$ cat src/rtl/match_sched_pkg.sv
// Shared types and constants for the two-lane match/priority scheduler.
// Optional statistics counters are enabled with MATCH_SCHED_STATS_EN.
package match_sched_pkg;

   localparam int RULE_ID  = 14;
   localparam int NUM_CAND = 8;
   localparam logic [RULE_ID-1:0] NO_MATCH_ID = '1;

   typedef struct packed {
      logic [NUM_CAND-1:0]              flags;
      logic [NUM_CAND-1:0][RULE_ID-1:0] ids;
   } lane_entry_t;

   typedef struct packed {
      logic               hit;
      logic [RULE_ID-1:0] id;
   } resolve_t;

   // lo must come from the lower slot index so equal IDs keep the lower slot.
   function automatic resolve_t pick_min(input resolve_t lo, input resolve_t hi);
      resolve_t res;
      res = hi;
      if (lo.hit && (!hi.hit || (lo.id <= hi.id))) begin
         res = lo;
      end
      return res;
   endfunction

endpackage

$ cat src/rtl/match_min_tree.sv
// Combinational 8->4->2->1 minimum-ID resolver over one lane entry.
// Unmatched slots never win; no match yields NO_MATCH_ID with hit cleared.
module match_min_tree
   import match_sched_pkg::*;
(
   input  lane_entry_t entry_in,
   output resolve_t    result_out
);

   resolve_t lvl0 [NUM_CAND];
   resolve_t lvl1 [NUM_CAND/2];
   resolve_t lvl2 [NUM_CAND/4];

   always_comb begin
      for (int i = 0; i < NUM_CAND; i++) begin
         lvl0[i].hit = entry_in.flags[i];
         lvl0[i].id  = entry_in.flags[i] ? entry_in.ids[i] : NO_MATCH_ID;
      end
      for (int i = 0; i < NUM_CAND/2; i++) begin
         lvl1[i] = pick_min(lvl0[2*i], lvl0[2*i+1]);
      end
      for (int i = 0; i < NUM_CAND/4; i++) begin
         lvl2[i] = pick_min(lvl1[2*i], lvl1[2*i+1]);
      end
      result_out = pick_min(lvl2[0], lvl2[1]);
   end

endmodule

$ cat src/rtl/match_priority_scheduler.sv
// Two per-lane FIFOs sharing one round-robin priority resolver with a valid/ready output.
// Define MATCH_SCHED_STATS_EN to add saturating hit/miss/drop counters.
module match_priority_scheduler
   import match_sched_pkg::*;
#(
   parameter int FIFO_DEPTH = 4
) (
   input  logic                        clk,
   input  logic                        RST,
   input  logic [NUM_CAND*RULE_ID-1:0] rule_pri_in1,
   input  logic [NUM_CAND*RULE_ID-1:0] rule_pri_in2,
   input  logic [NUM_CAND-1:0]         match_flag_in1,
   input  logic [NUM_CAND-1:0]         match_flag_in2,
   input  logic                        data_valid_in1,
   input  logic                        data_valid_in2,
   output logic [RULE_ID-1:0]          rule_id_out,
   output logic                        hit_out,
   output logic                        lane_out,
   output logic                        out_valid,
   input  logic                        out_ready,
   output logic                        drop_sticky
`ifdef MATCH_SCHED_STATS_EN
   ,
   output logic [31:0]                 hit_cnt,
   output logic [31:0]                 miss_cnt,
   output logic [31:0]                 drop_cnt
`endif
);

   localparam int PTR_W = $clog2(FIFO_DEPTH);
   localparam int CNT_W = PTR_W + 1;

   lane_entry_t wr_entry  [2];
   logic        wr_valid  [2];
   lane_entry_t head      [2];
   logic        not_empty [2];
   logic        drop      [2];
   logic [1:0]  rd_en;

   assign wr_entry[0] = lane_entry_t'({match_flag_in1, rule_pri_in1});
   assign wr_entry[1] = lane_entry_t'({match_flag_in2, rule_pri_in2});
   assign wr_valid[0] = data_valid_in1;
   assign wr_valid[1] = data_valid_in2;

   for (genvar l = 0; l < 2; l++) begin : g_fifo
      lane_entry_t       mem_q [FIFO_DEPTH];
      lane_entry_t       mem_d [FIFO_DEPTH];
      logic [PTR_W-1:0]  wr_ptr_q, wr_ptr_d;
      logic [PTR_W-1:0]  rd_ptr_q, rd_ptr_d;
      logic [CNT_W-1:0]  count_q, count_d;
      logic              wr_ok;

      // A full FIFO still accepts when its head leaves on the same edge.
      always_comb begin
         mem_d    = mem_q;
         wr_ptr_d = wr_ptr_q;
         rd_ptr_d = rd_ptr_q;
         wr_ok    = wr_valid[l] && ((count_q < CNT_W'(FIFO_DEPTH)) || rd_en[l]);
         if (wr_ok) begin
            mem_d[wr_ptr_q] = wr_entry[l];
            wr_ptr_d        = wr_ptr_q + PTR_W'(1);
         end
         if (rd_en[l]) begin
            rd_ptr_d = rd_ptr_q + PTR_W'(1);
         end
         count_d = count_q + CNT_W'(wr_ok) - CNT_W'(rd_en[l]);
      end

      always_ff @(posedge clk) begin
         if (RST) begin
            wr_ptr_q <= '0;
            rd_ptr_q <= '0;
            count_q  <= '0;
         end else begin
            wr_ptr_q <= wr_ptr_d;
            rd_ptr_q <= rd_ptr_d;
            count_q  <= count_d;
         end
      end

      always_ff @(posedge clk) begin
         mem_q <= mem_d;
      end

      assign head[l]      = mem_q[rd_ptr_q];
      assign not_empty[l] = (count_q != '0);
      assign drop[l]      = wr_valid[l] && !wr_ok;
   end

   logic               adv;
   logic               any_req;
   logic               grant;
   lane_entry_t        gnt_entry;
   resolve_t           resolved;

   logic               rr_q, rr_d;
   logic               out_valid_q, out_valid_d;
   logic [RULE_ID-1:0] rule_id_q, rule_id_d;
   logic               hit_q, hit_d;
   logic               lane_q, lane_d;
   logic               drop_sticky_q, drop_sticky_d;

   assign gnt_entry = grant ? head[1] : head[0];

   match_min_tree u_min_tree (
      .entry_in   (gnt_entry),
      .result_out (resolved)
   );

   always_comb begin
      adv     = !out_valid_q || out_ready;
      any_req = not_empty[0] || not_empty[1];
      if (not_empty[0] && not_empty[1]) begin
         grant = rr_q;
      end else begin
         grant = !not_empty[0];
      end

      rd_en         = '0;
      rr_d          = rr_q;
      out_valid_d   = out_valid_q;
      rule_id_d     = rule_id_q;
      hit_d         = hit_q;
      lane_d        = lane_q;
      drop_sticky_d = drop_sticky_q | drop[0] | drop[1];

      // Output register only moves when empty or being consumed.
      if (adv) begin
         out_valid_d = any_req;
         if (any_req) begin
            rd_en[grant] = 1'b1;
            rule_id_d    = resolved.id;
            hit_d        = resolved.hit;
            lane_d       = grant;
            rr_d         = !grant;
         end
      end
   end

   always_ff @(posedge clk) begin
      if (RST) begin
         rr_q          <= 1'b0;
         out_valid_q   <= 1'b0;
         rule_id_q     <= '0;
         hit_q         <= 1'b0;
         lane_q        <= 1'b0;
         drop_sticky_q <= 1'b0;
      end else begin
         rr_q          <= rr_d;
         out_valid_q   <= out_valid_d;
         rule_id_q     <= rule_id_d;
         hit_q         <= hit_d;
         lane_q        <= lane_d;
         drop_sticky_q <= drop_sticky_d;
      end
   end

   assign rule_id_out = rule_id_q;
   assign hit_out     = hit_q;
   assign lane_out    = lane_q;
   assign out_valid   = out_valid_q;
   assign drop_sticky = drop_sticky_q;

`ifdef MATCH_SCHED_STATS_EN
   logic [31:0] hit_cnt_q, hit_cnt_d;
   logic [31:0] miss_cnt_q, miss_cnt_d;
   logic [31:0] drop_cnt_q, drop_cnt_d;
   logic [32:0] drop_sum;

   always_comb begin
      hit_cnt_d  = hit_cnt_q;
      miss_cnt_d = miss_cnt_q;
      if (out_valid_q && out_ready) begin
         if (hit_q) begin
            hit_cnt_d = (hit_cnt_q == '1) ? hit_cnt_q : hit_cnt_q + 32'd1;
         end else begin
            miss_cnt_d = (miss_cnt_q == '1) ? miss_cnt_q : miss_cnt_q + 32'd1;
         end
      end
      drop_sum   = {1'b0, drop_cnt_q} + 33'(drop[0]) + 33'(drop[1]);
      drop_cnt_d = drop_sum[32] ? '1 : drop_sum[31:0];
   end

   always_ff @(posedge clk) begin
      if (RST) begin
         hit_cnt_q  <= '0;
         miss_cnt_q <= '0;
         drop_cnt_q <= '0;
      end else begin
         hit_cnt_q  <= hit_cnt_d;
         miss_cnt_q <= miss_cnt_d;
         drop_cnt_q <= drop_cnt_d;
      end
   end

   assign hit_cnt  = hit_cnt_q;
   assign miss_cnt = miss_cnt_q;
   assign drop_cnt = drop_cnt_q;
`endif

endmodule

$ cat config.mk
export PLATFORM = sky130hd
export DESIGN_NAME = match_priority_scheduler
export DESIGN_NICKNAME = d
export VERILOG_FILES = /design/src/rtl/match_sched_pkg.sv /design/src/rtl/match_min_tree.sv /design/src/rtl/match_priority_scheduler.sv
export SDC_FILE = /design/constraint.sdc
export NUM_CORES = 1
export LEC_CHECK = 0
export ABC_CLOCK_PERIOD_IN_PS = 12600
export BUFFER_PORTS_ARGS = -buffer_cell sky130_fd_sc_hd__buf_4
export CORE_ASPECT_RATIO = 1.25
export CORE_MARGIN = 5
export CORE_UTILIZATION = 40
export DETAILED_ROUTE_END_ITERATION = 16
export SYNTH_ARGS = -nofsm -noshare
export SYNTH_HDL_FRONTEND = slang
export SYNTH_SLANG_ARGS = --single-unit
$ cat constraint.sdc
create_clock -name clk -period 12.6 [get_ports clk]
set_input_delay 0.63 -clock clk [delete_from_list [all_inputs] [get_ports clk]]
set_output_delay 0.63 -clock clk [all_outputs]
set_load 0.02 [all_outputs]
======== Word level (Yosys, flattened, before mapping) ========
Index checks and enable logic that the tools add are counted.
operators by class
  $add $sub $neg .......................... 8
  $mul .................................... 0
  div/mod/pow operators ................... 0
  $lt $le $gt $ge ......................... 17
  equal/unequal tests ..................... 0
  shifts and indexed selects .............. 0
  mux-type cells .......................... 33
  bitwise logic cells ..................... 6
  reduce and logical (&&, ||, !) cells .... 41
operator list
  operator             count
  $bwmux 480           2
  $mux 120             7
  $bmux 120 s2         2
  $demux 120 s2        2
  $mux 14              8
  $mux 15              7
  $le 14x14->1         7
  $logic_and 1x1->1    15
  $ge 3x3->1 const B   4
  $logic_not 1->1      12
  $not 2->3            4
  $logic_or 1x1->1     11
  $add 2x1->2 const B  4
  $add 3x1->3          2
  $lt 3x1->1 const B   2
  $lt 3x3->1 const B   2
  $reduce_bool 3->1    2
  $sub 3x1->3          2
  $mux 2               2
  $lt 1x2->1 const B   1
  $mux 1               2
  $or 1x1->1           2
  $reduce_and 2->1     1
  $demux 1 s1          1
  $ge 1x1->1 const B   1
word-level totals
  flip-flop bits (word level) ............. 993
  latch bits .............................. 0
  memory bits (writable) .................. 0
  memory bits (read-only) ................. 0
  output and inout bits ................... 18
  word-level logic and storage cells ...... 189
  memories kept ........................... 0

======== Longest topological paths before layout ========
  word-level depth ........................ 18
  mapped depth ............................ 38
  gate-level depth less buffers ........... 31

======== Cells and area by module ========
A second synthesis with hierarchy kept.
second synthesis, totals
  cell total of the unflattened synthesis .. 2,207
  area, all modules ....................... 42,970.0 sq um
by module, submodules not included
  module                    times used  cells an instance  area an instance (sq um)  seq. area each (sq um)
  match_priority_scheduler  1           1,575              38,320.5                  29,488.3
  match_min_tree            1           632                4,649.5                   0.0

======== Worst setup path before layout ========
Ideal clock, no wire load.
  path kind ............................... register to register
  from .................................... register g_fifo[0].rd_ptr_q[0]
  to ...................................... register rule_id_q[11] (netlist: rule_id_out[11])
  data arrival time ....................... 7.459 ns
  setup slack ............................. 5.006 ns
  stages on the path, launching flop included .. 38
  cells stage by stage .................... dfxtp_1 > buf_6 > buf_6 > buf_6 > buf_4 > buf_4 > mux4_2 > nand2_1 > nand2_1 > nand2b_1 > ha_1 > a21oi_1 > nand2_1 > a211o_1 > a211oi_1 > o31ai_4 > buf_2 > mux2_2 > [... 2 more ...] > nor2b_1 > o21a_1 > o21ai_1 > a211oi_1 > a2111oi_0 > o21a_1 > buf_6 > mux2i_1 > inv_1 > ha_1 > a21oi_1 > a21boi_0 > o31a_1 > o31ai_1 > o22ai_1 > nor2_1 > buf_2 > a211oi_1
between the ends
  word-level cells in the longest chain between the ends .. 18
  elaborated cells on any way between the ends .. 48
  those cells by class .................... order compare: 7; mux: 19; bitwise: 1; reduce/logical: 21
RTL lines
  item                                                    line                             source
  from (decl)                                             match_priority_scheduler.sv:49   logic [PTR_W-1:0] rd_ptr_q, rd_ptr_d;
  from (signal assigned)                                  match_priority_scheduler.sv:76   rd_ptr_q <= rd_ptr_d;
  $not 2->3 (implied by the code) *                       match_priority_scheduler.sv:85   assign head[l] = mem_q[rd_ptr_q];
  $bmux 120 s2 *                                          match_priority_scheduler.sv:85
  $mux 120 (implied by the code) * (2 in a row)           match_priority_scheduler.sv:85
  $mux 120 *                                              match_priority_scheduler.sv:103  assign gnt_entry = grant ? head[1] : head[0];
  $mux 14                                                 match_min_tree.sv:17             lvl0[i].id = entry_in.flags[i] ? entry_in.ids[i] : NO_MATCH_ID;
  $le 14x14->1                                            match_sched_pkg.sv:23            if (lo.hit && (!hi.hit || (lo.id <= hi.id))) begin
  $logic_or 1x1->1                                        match_sched_pkg.sv:23
  $logic_and 1x1->1                                       match_sched_pkg.sv:23
  $mux 15                                                 match_sched_pkg.sv:23
  $le 14x14->1 / $logic_not 1->1 (equally long branches)  match_sched_pkg.sv:23
  $logic_or 1x1->1                                        match_sched_pkg.sv:23
  $logic_and 1x1->1                                       match_sched_pkg.sv:23
  $mux 15                                                 match_sched_pkg.sv:23
  $le 14x14->1 / $logic_not 1->1 (equally long branches)  match_sched_pkg.sv:23
  $logic_or 1x1->1                                        match_sched_pkg.sv:23
  $logic_and 1x1->1                                       match_sched_pkg.sv:23
  $mux 15 *                                               match_sched_pkg.sv:23
  to (signal assigned)                                    match_priority_scheduler.sv:151  rule_id_q <= rule_id_d;
  to (decl)                                               match_priority_scheduler.sv:98   logic [RULE_ID-1:0] rule_id_q, rule_id_d;
Every way passes the cells marked *; elsewhere a longest branch is shown, timed or not. The select of a mux whose other input is x is not followed.
A chain may end at the register's enable or synchronous reset.

======== Final worst setup path ========
  from .................................... register g_fifo[0].rd_ptr_q[1]
  to ...................................... register rule_id_q[1] (netlist: rule_id_out[1])
Same word-level chain as after synthesis.

==> flow_metrics.py <==
metrics = {
    "global_routing": {
        "met2_usage_pct": 36.1,
        "antenna_found_initial": 11,
        "busiest_layer": "met2",
        "grt_util_met1_pct": 24.6,
        "overflow": 0,
        "grt_max_degree": 67,
        "use_met3_pct": 4.60,
        "grtUsageTotal_pct": 20.0,
        "grt_pass1_vias": 23400,
        "grt_pass1_wl_mm": 164,
    },
    "detailed_routing": {
        "postRouteAntennaNets": 0,
        "drc": 0,
        "wl_mm": 113,
        "wl_per_cell_um": 28.0,
        "num_vias": 22000,
        "firstDrtPassIters": 5,
        "drt_iter0_drc": 1518,
        "vias_per_cell": 5.46,
    },
    "cts": {
        "cts_resized": 0,
        "postCtsSetupBuffers": 0,
        "cts_hold_buffers": 0,
        "cts_root_buf": "clkbuf_16",
        "cts.sinks": 993,
        "cts_tree": "done",
        "clk_pin_slew_ps": 60,
        "cts_buffers": 98,
        "clockBufferDepth": 3,
        "clk_latency_ps": 720,
        "cts_max_level": 3,
    },
    "floorplanning": {
        "core_area_um2": 105000,
        "die_x_um": 300,
        "row_count": 133,
        "die_area_um2": 112000,
        "boundaryPins": 263,
        "initial_core_util_pct": 40.2,
        "die_y_um": 373,
    },
    "critical_path": {
        "reg2reg_slack_ps": 2480,
        "cp-start-kind": "flop",
        "endpoint_kind": "flop",
        "crit_fanout": 35,
        "r2r-end": "rule_id_out[1]",
        "worstPathArrival_ps": 10680,
        "critical_path_class": "reg2reg",
        "reg2reg_from": "g_fifo[0].rd_ptr_q[1]",
        "worstRegToRegCells": 26,
        "crit_required_ps": 13160,
    },
    "worst_hold_path": {
        "worstHoldStart": "rule_pri_in2[101]",
        "whs_endpoint": "g_fifo[1].mem_q[341]",
        "hold_class": "in2reg",
        "whs_path_depth": 1,
    },
    "synthesis": {
        "synthDistinctLibCells": 81,
        "ys_seq_area_share_pct": 70.0,
        "synth_ff_type": "edfxtp_1",
        "synth_seq_cells": 993,
        "synth_nets": 2667,
        "synth_edf_count": 960,
        "synth_top_area_share_pct": 68.4,
        "synth_warnings": 0,
        "yosysTopAreaCell": "edfxtp_1",
        "synth.avg_cell_area_um2": 18.2,
        "async_flop_share_pct": 0,
        "ys_top_cells_by_area": "edfxtp_1, mux4_2, ha_1, nand2_1, dfxtp_1",
        "netlist_area_um2": 42100,
        "synthCells": 2310,
    },
    "placement": {
        "numPortBuffers": 262,
        "gp_congestion": 0.845,
        "place_hpwl_mm": 77.1,
    },
    "sta": {
        "rsz0062_at_grt": "no",
        "hold_violations": 0,
        "tightest_slew_ps": 1170,
        "tns_ps": 0,
        "slew_headroom_pct": 21.4,
        "timing.final.max_slew_violations": 0,
        "fmax_ghz": 0.0988,
        "finalSetupViolations": 0,
        "period_minus_slack_ps": 10120,
        "finalCritPeriodShare_pct": 80.3,
        "fin_skew_ps": 49.3,
    },
    "cells_and_area": {
        "synthToLayoutAreaGrowth_pct": 15.2,
        "drive_gt1_share_pct": 28.6,
        "multiInputGateArea_um2": 11700,
        "fin_nets": 2947,
        "fillCellCount": 8972,
        "regArea_um2": 29500,
    },
    "run": {
        "drv_cap": 0,
    },
    "outcome": {
        "status": "finished clean",
    },
}
per-stage QoR:
step / cells / hold slack, ps / setup WS (ps) / utilization [%] / instance area, um2
floorplan: 2310 / 472 / 5010 / - / 42100
detailed placement: 3840 / 497 / 2390 / 43.3 / 45400
CTS: 4020 / 39.0 / 2400 / 46.3 / 48500
global placement: 3840 / 483 / 2500 / 43.3 / 45400
finish: 4028 / 104 / 2480 / 46.3 / 48500
global route: 4022 / 64.4 / 1690 / 46.3 / 48500
area by class of cell:
cell class	instances	area share, %
clock inverters	57	1.04
multi-input cells	1126	24.1
diodes	8	0.0413
flip-flops and latches	993	60.8
clock buffers	123	5.33
well taps	1350	3.48
inverters	74	0.572
repair buffers	297	4.65
cell usage in the layout, fill, tap and decap left out, types with 17 or more instances in the layout:
cell       Yosys  final
mux4_2       238    238
clkinv_1       0     23
clkinv_2       0     17
nand2b_1      23     23
inv_1         74     74
clkbuf_1      29     23
nand2_1      190    190
and3_1        35     31
dfxtp_1       33     29
buf_4         16    295
nand3_1       23     23
a211oi_1      32     32
a21oi_1       65     65
edfxtp_1     960    960
nor2_1        95     95
clkbuf_16      0    100
ha_1         110    110
o21ai_0       27     27
nand3b_1      44     44
worst max-delay path: stages (launching register included):
cell and delay, ps:
dfxtp_4 760, buf_4 590, mux4_1 490, mux2i_4 780, o21bai_1 290, ha_1 210
nand2_1 90, nor4_2 440, o31ai_1 200, a221oi_4 270, buf_4 330, or2_0 750
a21oi_1 260, ha_1 400, nand4_1 170, or4_1 580, a31oi_2 690, nor3_1 220
nor2_1 160, ha_1 270, a21oi_1 140, a21boi_0 90, o31a_1 280, o31ai_1 250
o22ai_1 130, nor2_1 910, a211oi_1 200
synthesized netlist by cell type, types with 5 or more instances:
| cell | number |
|---|---|
| nand3_1 | 23 |
| nand4_1 | 16 |
| nor2_1 | 95 |
| o21a_1 | 16 |
| buf_2 | 40 |
| a21oi_1 | 65 |
| o22a_1 | 14 |
| mux4_2 | 238 |
| buf_4 | 16 |
| a211oi_1 | 32 |
| xor2_1 | 6 |
| nand2_1 | 190 |
| dfxtp_1 | 33 |
| nand3b_1 | 44 |
| inv_1 | 74 |
| ha_1 | 110 |
| nand2b_1 | 23 |
| and2_1 | 7 |
| or2_2 | 13 |
| clkbuf_1 | 29 |
| mux2i_1 | 15 |
| o21bai_1 | 13 |
| nor2b_1 | 7 |
| edfxtp_1 | 960 |
| a21o_1 | 6 |
| nor3_1 | 16 |
| mux2_2 | 14 |
| buf_1 | 10 |
| a211oi_2 | 13 |
| and3_1 | 35 |
| o32ai_1 | 13 |
| buf_6 | 19 |
| o21ai_0 | 27 |
| nor3_4 | 10 |
| mux2i_4 | 5 |
state kept, by name (all words and copies together), names as in the netlist, 4 cells and up:
register         count
g_fifo.mem_q       960
g_fifo.rd_ptr_q      4
g_fifo.count_q       6
rule_id_out         14
g_fifo.wr_ptr_q      4
layer usage:
metal	up-vias	part of all wire, %
met5	-	0.055
met4	10	1.4
met3	110	6.1
met2	545	54
met1	11500	39
li1	9818	-
cell families after synthesis:
| logic type | share of synthesized area, % |
|---|---|
| flops | 70.0 |
| xor+xnor | 0.208 |
| simple gates | 6.08 |
| buf+inv | 2.37 |
| fa+ha+maj | 3.36 |
| mux | 13.9 |
| compound gates | 4.08 |
how the worst max path moves through the flow:
stage / startpoint / to / slack, ps / cells past startpoint
floorplan: g_fifo[0].rd_ptr_q[0] / rule_id_out[11] / 5010 / 37
global placement: g_fifo[0].rd_ptr_q[1] / rule_id_out[13] / 2500 / 26
detailed placement: g_fifo[0].rd_ptr_q[1] / rule_id_out[5] / 2390 / 26
CTS: g_fifo[0].rd_ptr_q[1] / rule_id_out[1] / 2400 / 26
global route: g_fifo[0].rd_ptr_q[1] / rule_id_out[1] / 1690 / 26
finish: g_fifo[0].rd_ptr_q[1] / rule_id_out[1] / 2480 / 26
Power is not shown: default switching activity piles up to over one toggle a cycle in this logic, so the estimate is an artifact.
